**config.mk**
```make
export PLATFORM = sky130hd
export DESIGN_NAME = pc_sequencer_flat
export DESIGN_NICKNAME = d
export VERILOG_FILES = /design/src/rtl/pc_seq_pkg.sv /design/src/rtl/pc_sequencer_if.sv /design/src/rtl/pc_next_reg.sv /design/src/rtl/pc_sequencer.sv /design/src/flat_wrapper.sv
export SDC_FILE = /design/constraint.sdc
export NUM_CORES = 1
export LEC_CHECK = 0
export ABC_AREA = 1
export BUFFER_PORTS_ARGS = -buffer_cell sky130_fd_sc_hd__buf_4
export CAP_MARGIN = 5
export CORE_MARGIN = 10
export CORE_UTILIZATION = 33
export DETAILED_ROUTE_END_ITERATION = 8
export GPL_TIMING_DRIVEN = 1
export SKIP_CTS_REPAIR_TIMING = 1
export SLEW_MARGIN = 10
export SYNTH_ARGS = -nofsm -noshare
export SYNTH_HDL_FRONTEND = slang
export SYNTH_SLANG_ARGS = --single-unit
```
**constraint.sdc**
```tcl
create_clock -name clk -period 3.8 [get_ports clk]
set_clock_uncertainty 0.05 [all_clocks]
set_input_delay 0.76 -clock clk [delete_from_list [all_inputs] [get_ports clk]]
set_output_delay 0.76 -clock clk [all_outputs]
set_load 0.01 [all_outputs]
```
**src/rtl/pc_seq_pkg.sv**
```systemverilog
// Shared types and constants for the fetch sequencer.
package pc_seq_pkg;

    typedef enum logic [1:0] {
        BOOT   = 2'd0,
        FETCH  = 2'd1,
        ISSUE  = 2'd2,
        HALTED = 2'd3
    } state_t;

    localparam int          INSTR_BYTES = 4;
    localparam logic [31:0] ALIGN_MASK  = ~32'h3;

endpackage

```
**src/rtl/pc_sequencer_if.sv**
```systemverilog
// Instruction-memory request/ack channel plus the decode valid/ready channel.
interface pc_sequencer_if #(
    parameter int XLEN = 32
);
    logic            imem_req;
    logic [XLEN-1:0] imem_addr;
    logic            imem_ack;
    logic [XLEN-1:0] imem_rdata;
    logic            instr_valid;
    logic [XLEN-1:0] instr;
    logic [XLEN-1:0] instr_pc;
    logic            dec_ready;

    modport master (
        output imem_req, imem_addr, instr_valid, instr, instr_pc,
        input  imem_ack, imem_rdata, dec_ready
    );

    modport slave (
        input  imem_req, imem_addr, instr_valid, instr, instr_pc,
        output imem_ack, imem_rdata, dec_ready
    );
endinterface

```
**src/rtl/pc_next_reg.sv**
```systemverilog
// Program counter register: loads either the sequential successor or a target.
module pc_next_reg
    import pc_seq_pkg::*;
#(
    parameter int              XLEN       = 32,
    parameter logic [XLEN-1:0] RESET_ADDR = '0
) (
    input  logic            clk,
    input  logic            reset,
    input  logic            load,
    input  logic            sel_target,
    input  logic [XLEN-1:0] target,
    output logic [XLEN-1:0] pc
);

    // Sequential successor wraps naturally at 2^XLEN.
    always_ff @(posedge clk or negedge reset) begin
        if (!reset)
            pc <= RESET_ADDR;
        else if (load)
            pc <= sel_target ? target : pc + XLEN'(INSTR_BYTES);
    end

endmodule

```
**src/rtl/pc_sequencer.sv**
```systemverilog
// Fetch sequencer: owns the PC, runs the imem req/ack handshake and hands
// captured instructions to decode, honouring redirect, exception and halt.
module pc_sequencer
    import pc_seq_pkg::*;
#(
    parameter int              XLEN       = 32,
    parameter logic [XLEN-1:0] RESET_ADDR = '0,
    parameter logic [XLEN-1:0] EXC_VECTOR = XLEN'(32'h80)
) (
    input  logic            clk,
    input  logic            reset,
    pc_sequencer_if.master  bus,
    input  logic            redirect,
    input  logic [XLEN-1:0] redirect_target,
    input  logic            exc,
    input  logic            halt,
    output logic            halted,
    output logic [XLEN-1:0] pc
);

    state_t          state, state_nx;
    logic            kill, kill_nx;
    logic [XLEN-1:0] pend, pend_nx;
    logic [XLEN-1:0] instr_q, instr_pc_q;
    logic            capture;
    logic            pc_load, pc_sel_tgt;
    logic [XLEN-1:0] pc_tgt;
    logic            flush;
    logic [XLEN-1:0] flush_tgt;

    assign flush     = exc | redirect;
    assign flush_tgt = exc ? EXC_VECTOR : (redirect_target & XLEN'(ALIGN_MASK));

    pc_next_reg #(
        .XLEN       (XLEN),
        .RESET_ADDR (RESET_ADDR)
    ) u_pc (
        .clk        (clk),
        .reset      (reset),
        .load       (pc_load),
        .sel_target (pc_sel_tgt),
        .target     (pc_tgt),
        .pc         (pc)
    );

    always_ff @(posedge clk or negedge reset) begin
        if (!reset) begin
            state      <= BOOT;
            kill       <= 1'b0;
            pend       <= '0;
            instr_q    <= '0;
            instr_pc_q <= '0;
        end else begin
            state <= state_nx;
            kill  <= kill_nx;
            pend  <= pend_nx;
            if (capture) begin
                instr_q    <= bus.imem_rdata;
                instr_pc_q <= pc;
            end
        end
    end

    always_comb begin
        state_nx   = state;
        kill_nx    = kill;
        pend_nx    = pend;
        capture    = 1'b0;
        pc_load    = 1'b0;
        pc_sel_tgt = 1'b0;
        pc_tgt     = flush_tgt;
        case (state)
            BOOT: state_nx = FETCH;
            FETCH: begin
                if (bus.imem_ack) begin
                    if (kill || flush) begin
                        // Outstanding word belongs to the squashed path; a
                        // same-cycle flush is newer than any pending target.
                        pc_load    = 1'b1;
                        pc_sel_tgt = 1'b1;
                        pc_tgt     = flush ? flush_tgt : pend;
                        kill_nx    = 1'b0;
                    end else begin
                        capture  = 1'b1;
                        pc_load  = 1'b1;
                        state_nx = ISSUE;
                    end
                end else if (flush) begin
                    // Keep the request alive to the old address until acked.
                    pend_nx = flush_tgt;
                    kill_nx = 1'b1;
                end
            end
            ISSUE: begin
                if (flush) begin
                    pc_load    = 1'b1;
                    pc_sel_tgt = 1'b1;
                    state_nx   = FETCH;
                end else if (bus.dec_ready) begin
                    state_nx = halt ? HALTED : FETCH;
                end
            end
            HALTED: begin
                if (exc) begin
                    pc_load    = 1'b1;
                    pc_sel_tgt = 1'b1;
                    state_nx   = FETCH;
                end
            end
            default: state_nx = BOOT;
        endcase
    end

    assign bus.imem_req    = (state == FETCH);
    assign bus.imem_addr   = pc;
    assign bus.instr_valid = (state == ISSUE);
    assign bus.instr       = instr_q;
    assign bus.instr_pc    = instr_pc_q;
    assign halted          = (state == HALTED);

endmodule

```
**src/flat_wrapper.sv**
```systemverilog
// flat-port wrapper written by rule: the top's interface ports become plain ports
module pc_sequencer_flat import pc_seq_pkg::*;
#(
    parameter int              XLEN       = 32,
    parameter logic [XLEN-1:0] RESET_ADDR = '0,
    parameter logic [XLEN-1:0] EXC_VECTOR = XLEN'(32'h80)
)
  (clk, reset, redirect, redirect_target, exc, halt, halted, pc, bus_imem_req, bus_imem_addr, bus_instr_valid, bus_instr, bus_instr_pc, bus_imem_ack, bus_imem_rdata, bus_dec_ready);
  pc_sequencer_if #(.XLEN(XLEN)) bus_i ();
  input  logic clk;
  input  logic reset;
  input  logic redirect;
  input  logic [XLEN-1:0] redirect_target;
  input  logic exc;
  input  logic halt;
  output logic halted;
  output logic [XLEN-1:0] pc;
  output wire logic [$bits(bus_i.imem_req)-1:0] bus_imem_req;
  output wire logic [$bits(bus_i.imem_addr)-1:0] bus_imem_addr;
  output wire logic [$bits(bus_i.instr_valid)-1:0] bus_instr_valid;
  output wire logic [$bits(bus_i.instr)-1:0] bus_instr;
  output wire logic [$bits(bus_i.instr_pc)-1:0] bus_instr_pc;
  input wire logic [$bits(bus_i.imem_ack)-1:0] bus_imem_ack;
  input wire logic [$bits(bus_i.imem_rdata)-1:0] bus_imem_rdata;
  input wire logic [$bits(bus_i.dec_ready)-1:0] bus_dec_ready;
  assign bus_imem_req = bus_i.imem_req;
  assign bus_imem_addr = bus_i.imem_addr;
  assign bus_instr_valid = bus_i.instr_valid;
  assign bus_instr = bus_i.instr;
  assign bus_instr_pc = bus_i.instr_pc;
  assign bus_i.imem_ack = bus_imem_ack;
  assign bus_i.imem_rdata = bus_imem_rdata;
  assign bus_i.dec_ready = bus_dec_ready;
  pc_sequencer #(.XLEN(XLEN), .RESET_ADDR(RESET_ADDR), .EXC_VECTOR(EXC_VECTOR)) u_core (.clk(clk), .reset(reset), .bus(bus_i), .redirect(redirect), .redirect_target(redirect_target), .exc(exc), .halt(halt), .halted(halted), .pc(pc));
endmodule
```
; ---- After elaboration in Yosys (flattened, before gate mapping)
; Cells that the tools add are included.
[word_totals]
elab_cells = 49
inputBits = 71
ff_bits = 131
output_inout_bits = 131
[op_classes]
n_reduce_logical = 6
n_eq_ne = 8
muxes = 26
add_sub_neg = 1
bitwise_logic = 2
[ops]
columns = op, n
row1 = $mux W32, 6
row2 = $add A32 B3 Y32 const B, 1
row3 = $mux W2, 6
row4 = $mux W1, 11
row5 = $pmux W2 S4, 1
row6 = $pmux W1 S3, 2
row7 = $eq A2 B2 Y1 const B, 2
row8 = $ne A2 B1 Y1 const B, 2
row9 = $ne A2 B2 Y1 const B, 2
row10 = $reduce_and A4 Y1, 1
row11 = $ne A3 B1 Y1 const B, 1
row12 = $reduce_and A3 Y1, 1
row13 = $eq A2 B1 Y1 const B, 1
row14 = $logic_not A2 Y1, 1
row15 = $reduce_and A2 Y1, 1
row16 = $reduce_bool A2 Y1, 1
row17 = $logic_or A1 B1 Y1, 1
row18 = $not A1 Y1, 1
row19 = $or A1 B1 Y1, 1

; ---- Longest topological paths before layout
[depth]
ltp_word = 6
depth_mapped = 12
depth_no_buf = 11

; ---- Modules after synthesis
; A second synthesis with hierarchy kept.
[unflattened]
hier_cells = 1058
area_unflattened_um2 = 7594.8
[by_module_without_submodules]
columns = module, area_per_inst_um2, seq_area_each_um2, n_inst, cells_per_inst
row1 = pc_sequencer, 5260.0, 2477.4, 1, 692
row2 = pc_next_reg, 2334.7, 800.8, 1, 366

; ---- Worst setup path before layout
; No wires, ideal clock.
[synth_path]
kind = input to register
startpoint = in exc
endpoint = reg u_core.instr_q[13] (netlist: u_core.bus.instr[13])
required_time_ns = 3.625
t_arrival_ns = 1.852
path_slack_ns = 1.774
path_stages = 8
path_buffers = 3
setup_ns = 0.125
path_cell_list = buf_4 -> clkinv_2 -> nand2_1 -> buf_2 -> nor2_4 -> nand2_4 -> buf_6 -> mux2_2
[synth_via]
elab_chain_len = 5
[synth_lines]
columns = element, line
row1 = start: declaration, flat_wrapper.sv:14  ; input logic exc;
row2 = $or A1 B1 Y1, pc_sequencer.sv:31  ; assign flush = exc | redirect;
row3 = $logic_or A1 B1 Y1, pc_sequencer.sv:76  ; if (kill || flush) begin
row4 = $mux W1, pc_sequencer.sv:76
row5 = $mux W1, pc_sequencer.sv:75  ; if (bus.imem_ack) begin
row6 = $mux W1, pc_sequencer.sv:72  ; case (state)
row7 = end signal: assignment, pc_sequencer.sv:58  ; instr_q <= bus.imem_rdata;
row8 = end: declaration, pc_sequencer.sv:24  ; logic [XLEN-1:0] instr_q, instr_pc_q;
; Every way passes these cells.
; A chain may end at the register's enable or synchronous reset.

; ---- Worst setup path in the final report
[layout_path]
startpoint = reg u_core.state[1]
endpoint = reg u_core.instr_pc_q[26] (netlist: u_core.bus.instr_pc[26])
[layout_via]
elab_chain_len = 2
[layout_lines]
columns = element, line
row1 = start: declaration, pc_sequencer.sv:21  ; state_t state, state_nx;
row2 = start signal: assignment, pc_sequencer.sv:54  ; state <= state_nx;
row3 = $eq A2 B1 Y1, pc_sequencer.sv:72
row4 = $mux W1, pc_sequencer.sv:72
row5 = end signal: assignment, pc_sequencer.sv:59  ; instr_pc_q <= pc;
row6 = end: declaration, pc_sequencer.sv:24
; Every way passes these cells.

==> run_results.csv <==
group,metric,value,unit
power,p_int,4.296,mW
sta,worst_pin_slew,757.1,ps
job,drv_cap,0,
cts,htree_levels,4,
hold_path,hp-class,"input pin to async pin",
power,swShare,41.04,%
cts,clk-insertion-delay-late,420,ps
routing,drc,0,
die,start_util,33.39,%
logic_synthesis,yosysWarnings,0,
status,outcome,"finished clean",
logic_synthesis,synth_cell_type_count,33,
logic_synthesis,ys_seq_area_share,45.27,%
die,pin_count,202,
setup_path,worstSetupStartpointType,"register",
setup_path,r2r-end,"u_core.bus.instr_pc[26]",
logic_synthesis,avgSynthCellArea,7.744,µm²
setup_path,critical_path.max_fanout,33,
routing,wl,24060,µm
sta,tns,0,ps
cts,numClockSinks,131,
sta,finalSetupViolCount,0,
logic_synthesis,synth_edf_count,0,
sta,hold_violations,0,
logic_synthesis,syn_area,7241,µm²
sta,grt_setup_unrepaired,"no",
sta,final.min_clock_period,2779,ps
logic_synthesis,syn_inst,935,
die,core.rowCount,54,
finish,fin_nets,1175,
setup_path,r2r_start,"u_core.state[1]",
global_routing,grtUsageTotal,16.70,%
power,p_switching,2.990,mW
finish,antennaDiodeCount,0,
die,die_x,168.1,µm
cts,clk_pin_slew,60,ps
die,core-area,21690,µm²
finish,seq_area,3278,µm²
logic_synthesis,syn_nets,1012,
setup_path,worstPathCellList,"inv_1 > ha_1 > nand2_1 > inv_1 > nand2_4 > buf_4 > buf_4 > nand2_1 > o21ai_0",
finish,final_layout_size_suffix_gt1_share,26.91,%
global_routing,antenna_found_initial,0,
setup_path,worstPathRequired,4050,ps
global_routing,overflow,0,
setup_path,end_kind,"register",
routing,routed_via_density,4.771,
sta,relSlewSlack,49.47,%
finish,fillers,2226,
cts,cts_made_buffers,17,
power,power,7.286,mW
power,combPwrFrac,43.2,%
power,p_leak,4.742,nW
die,dieArea,28270,µm²
logic_synthesis,ys_ff_latch,131,
placement,portBuffers,199,
logic_synthesis,netlist.area_leader.share,45.27,%
logic_synthesis,async_flop_share,100.0,%
setup_path,worst-r2r-setup-slack,1020,ps
finish,area_growth,29.07,%
routing,drt_iter0_drc,510,
finish,fin_cells,1391,
sta,max_clock_freq,0.3599,GHz
setup_path,r2r_cells,9,
setup_path,slowest_delay,440,ps
sta,finalMaxSlewViolations,0,
setup_path,arrival,3030,ps
setup_path,critical_path_class,"register to register",
logic_synthesis,yosys.area.top_type,"dfrtp_1",
global_routing,grt_max_degree,57,
power,powerDensity,779.7,nW/µm²
cts,cts_tree,"done",
routing,dr.pass1.iters,5,
placement,dp.cells,1359,
finish,fin_area,9345,µm²
global_routing,grt_pass1_vias,6472,
cts,clock_path_buffers,2,
logic_synthesis,synth_flop_cell,"dfrtp_1",
power,p_clk_share,21.6,%
die,die-height,168.1,µm
sta,fin_crit_sh,73.13,%
cts,root_buffer,"clkbuf_16",
routing,wl_per_cell,17.30,µm
placement,placed_area,8785,µm²
placement,gp_congestion,0.8986,
routing,ant_nets,0,
global_routing,grt_pass1_wl,37580,µm
setup_path,slowest_stage,"inv_1",
finish,multi_input_area,3188,µm²
routing,vias,6636,
power,vdd_drop_max,0.3131,mV
power,seq_power_share,35.2,%
logic_synthesis,synth.area.top_cells,"dfrtp_1, nand2_1, o21ai_0",
placement,place_hpwl,18060,µm
## logic make-up after synthesis
family,count (synthesis),share of synthesized area [%]
AOI/OAI and AO/OA,129,9.608
xor gates and xnor gates,6,0.7258
adders and majority gates,6,1.037
buffers and inverters,154,10.70
DFF,131,45.27
muxes,39,6.065
and+or+nand+nor,470,26.59
## metal layers
metal,track usage (%),share of wire [%]
met3,5.239,8.2
met4,4.466,1.3
met5,0,0
met1,23.11,48
met2,24.55,43
## layout make-up
| cell class | count | area share, % |
|---|---|---|
| clock buffer | 18 | 4.592 |
| timing repair buffer | 216 | 17.75 |
| tap | 280 | 3.749 |
| clock inverter | 14 | 1.406 |
| inverter | 82 | 3.307 |
| sequential | 131 | 35.08 |
| multi-input combinational | 650 | 34.11 |
## synth_stat cells (3+ instances only)
library cell	n
clkbuf_1	17
o211ai_1	5
o22ai_1	7
buf_4	38
mux2_2	39
ha_1	6
dfrtp_1	131
nor2_1	83
buf_6	5
nand2_1	297
a21oi_1	18
inv_1	78
xor2_1	6
o21ai_1	5
nand4_1	3
buf_2	11
nand3_1	78
o21ai_0	88
## cells in the final DEF, fill, tap and decap left out
cell and instances:
inv_6 4, bufinv_16 1, dfrtp_1 131, inv_2 2
clkinv_1 1, nor2_4 2, nand3_1 78, a32o_1 1
ha_1 6, nand2_2 2, o21ai_0 88, nand4_1 3
o32ai_1 1, inv_1 78, nand2_1 297, o22ai_1 7
a21oi_2 1, clkinv_2 3, o21ai_1 5, nand2_4 2
clkinvlp_4 4, mux2_2 39, nand3_4 1, xor2_1 6
buf_12 3, o211ai_1 5, clkinv_4 3, nor3_1 1
a21oi_4 1, buf_4 213, o31ai_1 2, clkbuf_1 1
nand3_2 1, clkbuf_16 17, nor2_1 83, a21oi_1 18
## per-stage QoR
stage / utilization, % / hold WS, ps / setup WS [ps]
global placement: 40.50 / 414.9 / 756.0
detailed placement: 40.50 / 422.5 / 733.1
CTS: 43.09 / 377.1 / 1034
finish: 43.09 / 341.0 / 1021
global route: 43.09 / 404.9 / 815.9
floorplan: - / 397.9 / 1774
## worst max-delay path by stage
stage	startpoint	end	slack, ps	cells past startpoint
2_1_floorplan	exc	u_core.bus.instr[13]	1770	8
3_3_place_gp	redirect	u_core.u_pc.pc[4]	760	9
3_5_place_dp	redirect	u_core.u_pc.pc[17]	730	9
4_1_cts	u_core.state[1]	u_core.bus.instr_pc[26]	1030	9
5_1_grt	u_core.state[1]	u_core.bus.instr_pc[25]	820	9
6_report	u_core.state[1]	u_core.bus.instr_pc[26]	1020	9
## power groups by stage
stage                     Combinational [mW]  Sequential [mW]  Clock [mW]
after CTS                               3.19             2.57        1.60
after global routing                    3.49             2.66        1.67
after floorplan                         1.67             2.60           0
after detailed placement                3.17             2.59           0
final                                   3.15             2.57        1.57
after global placement                  3.14             2.56           0
## worst max-delay path, delay by kind of cell, from the launching register on
kind / cells / cell delay (ps)
AOI/OAI and AO/OA: 1 / 80
adders and majority gates: 1 / 370
buffers and inverters: 4 / 1020
DFF: 1 / 400
and+or+nand+nor: 3 / 700
## flip-flops by register name, indices dropped and copies added (netlist names)
signal               flops
u_core.state             2
u_core.kill              1
u_core.u_pc.pc          32
u_core.bus.instr        32
u_core.bus.instr_pc     32
u_core.pend             32
(Power assumes the default switching activity.)
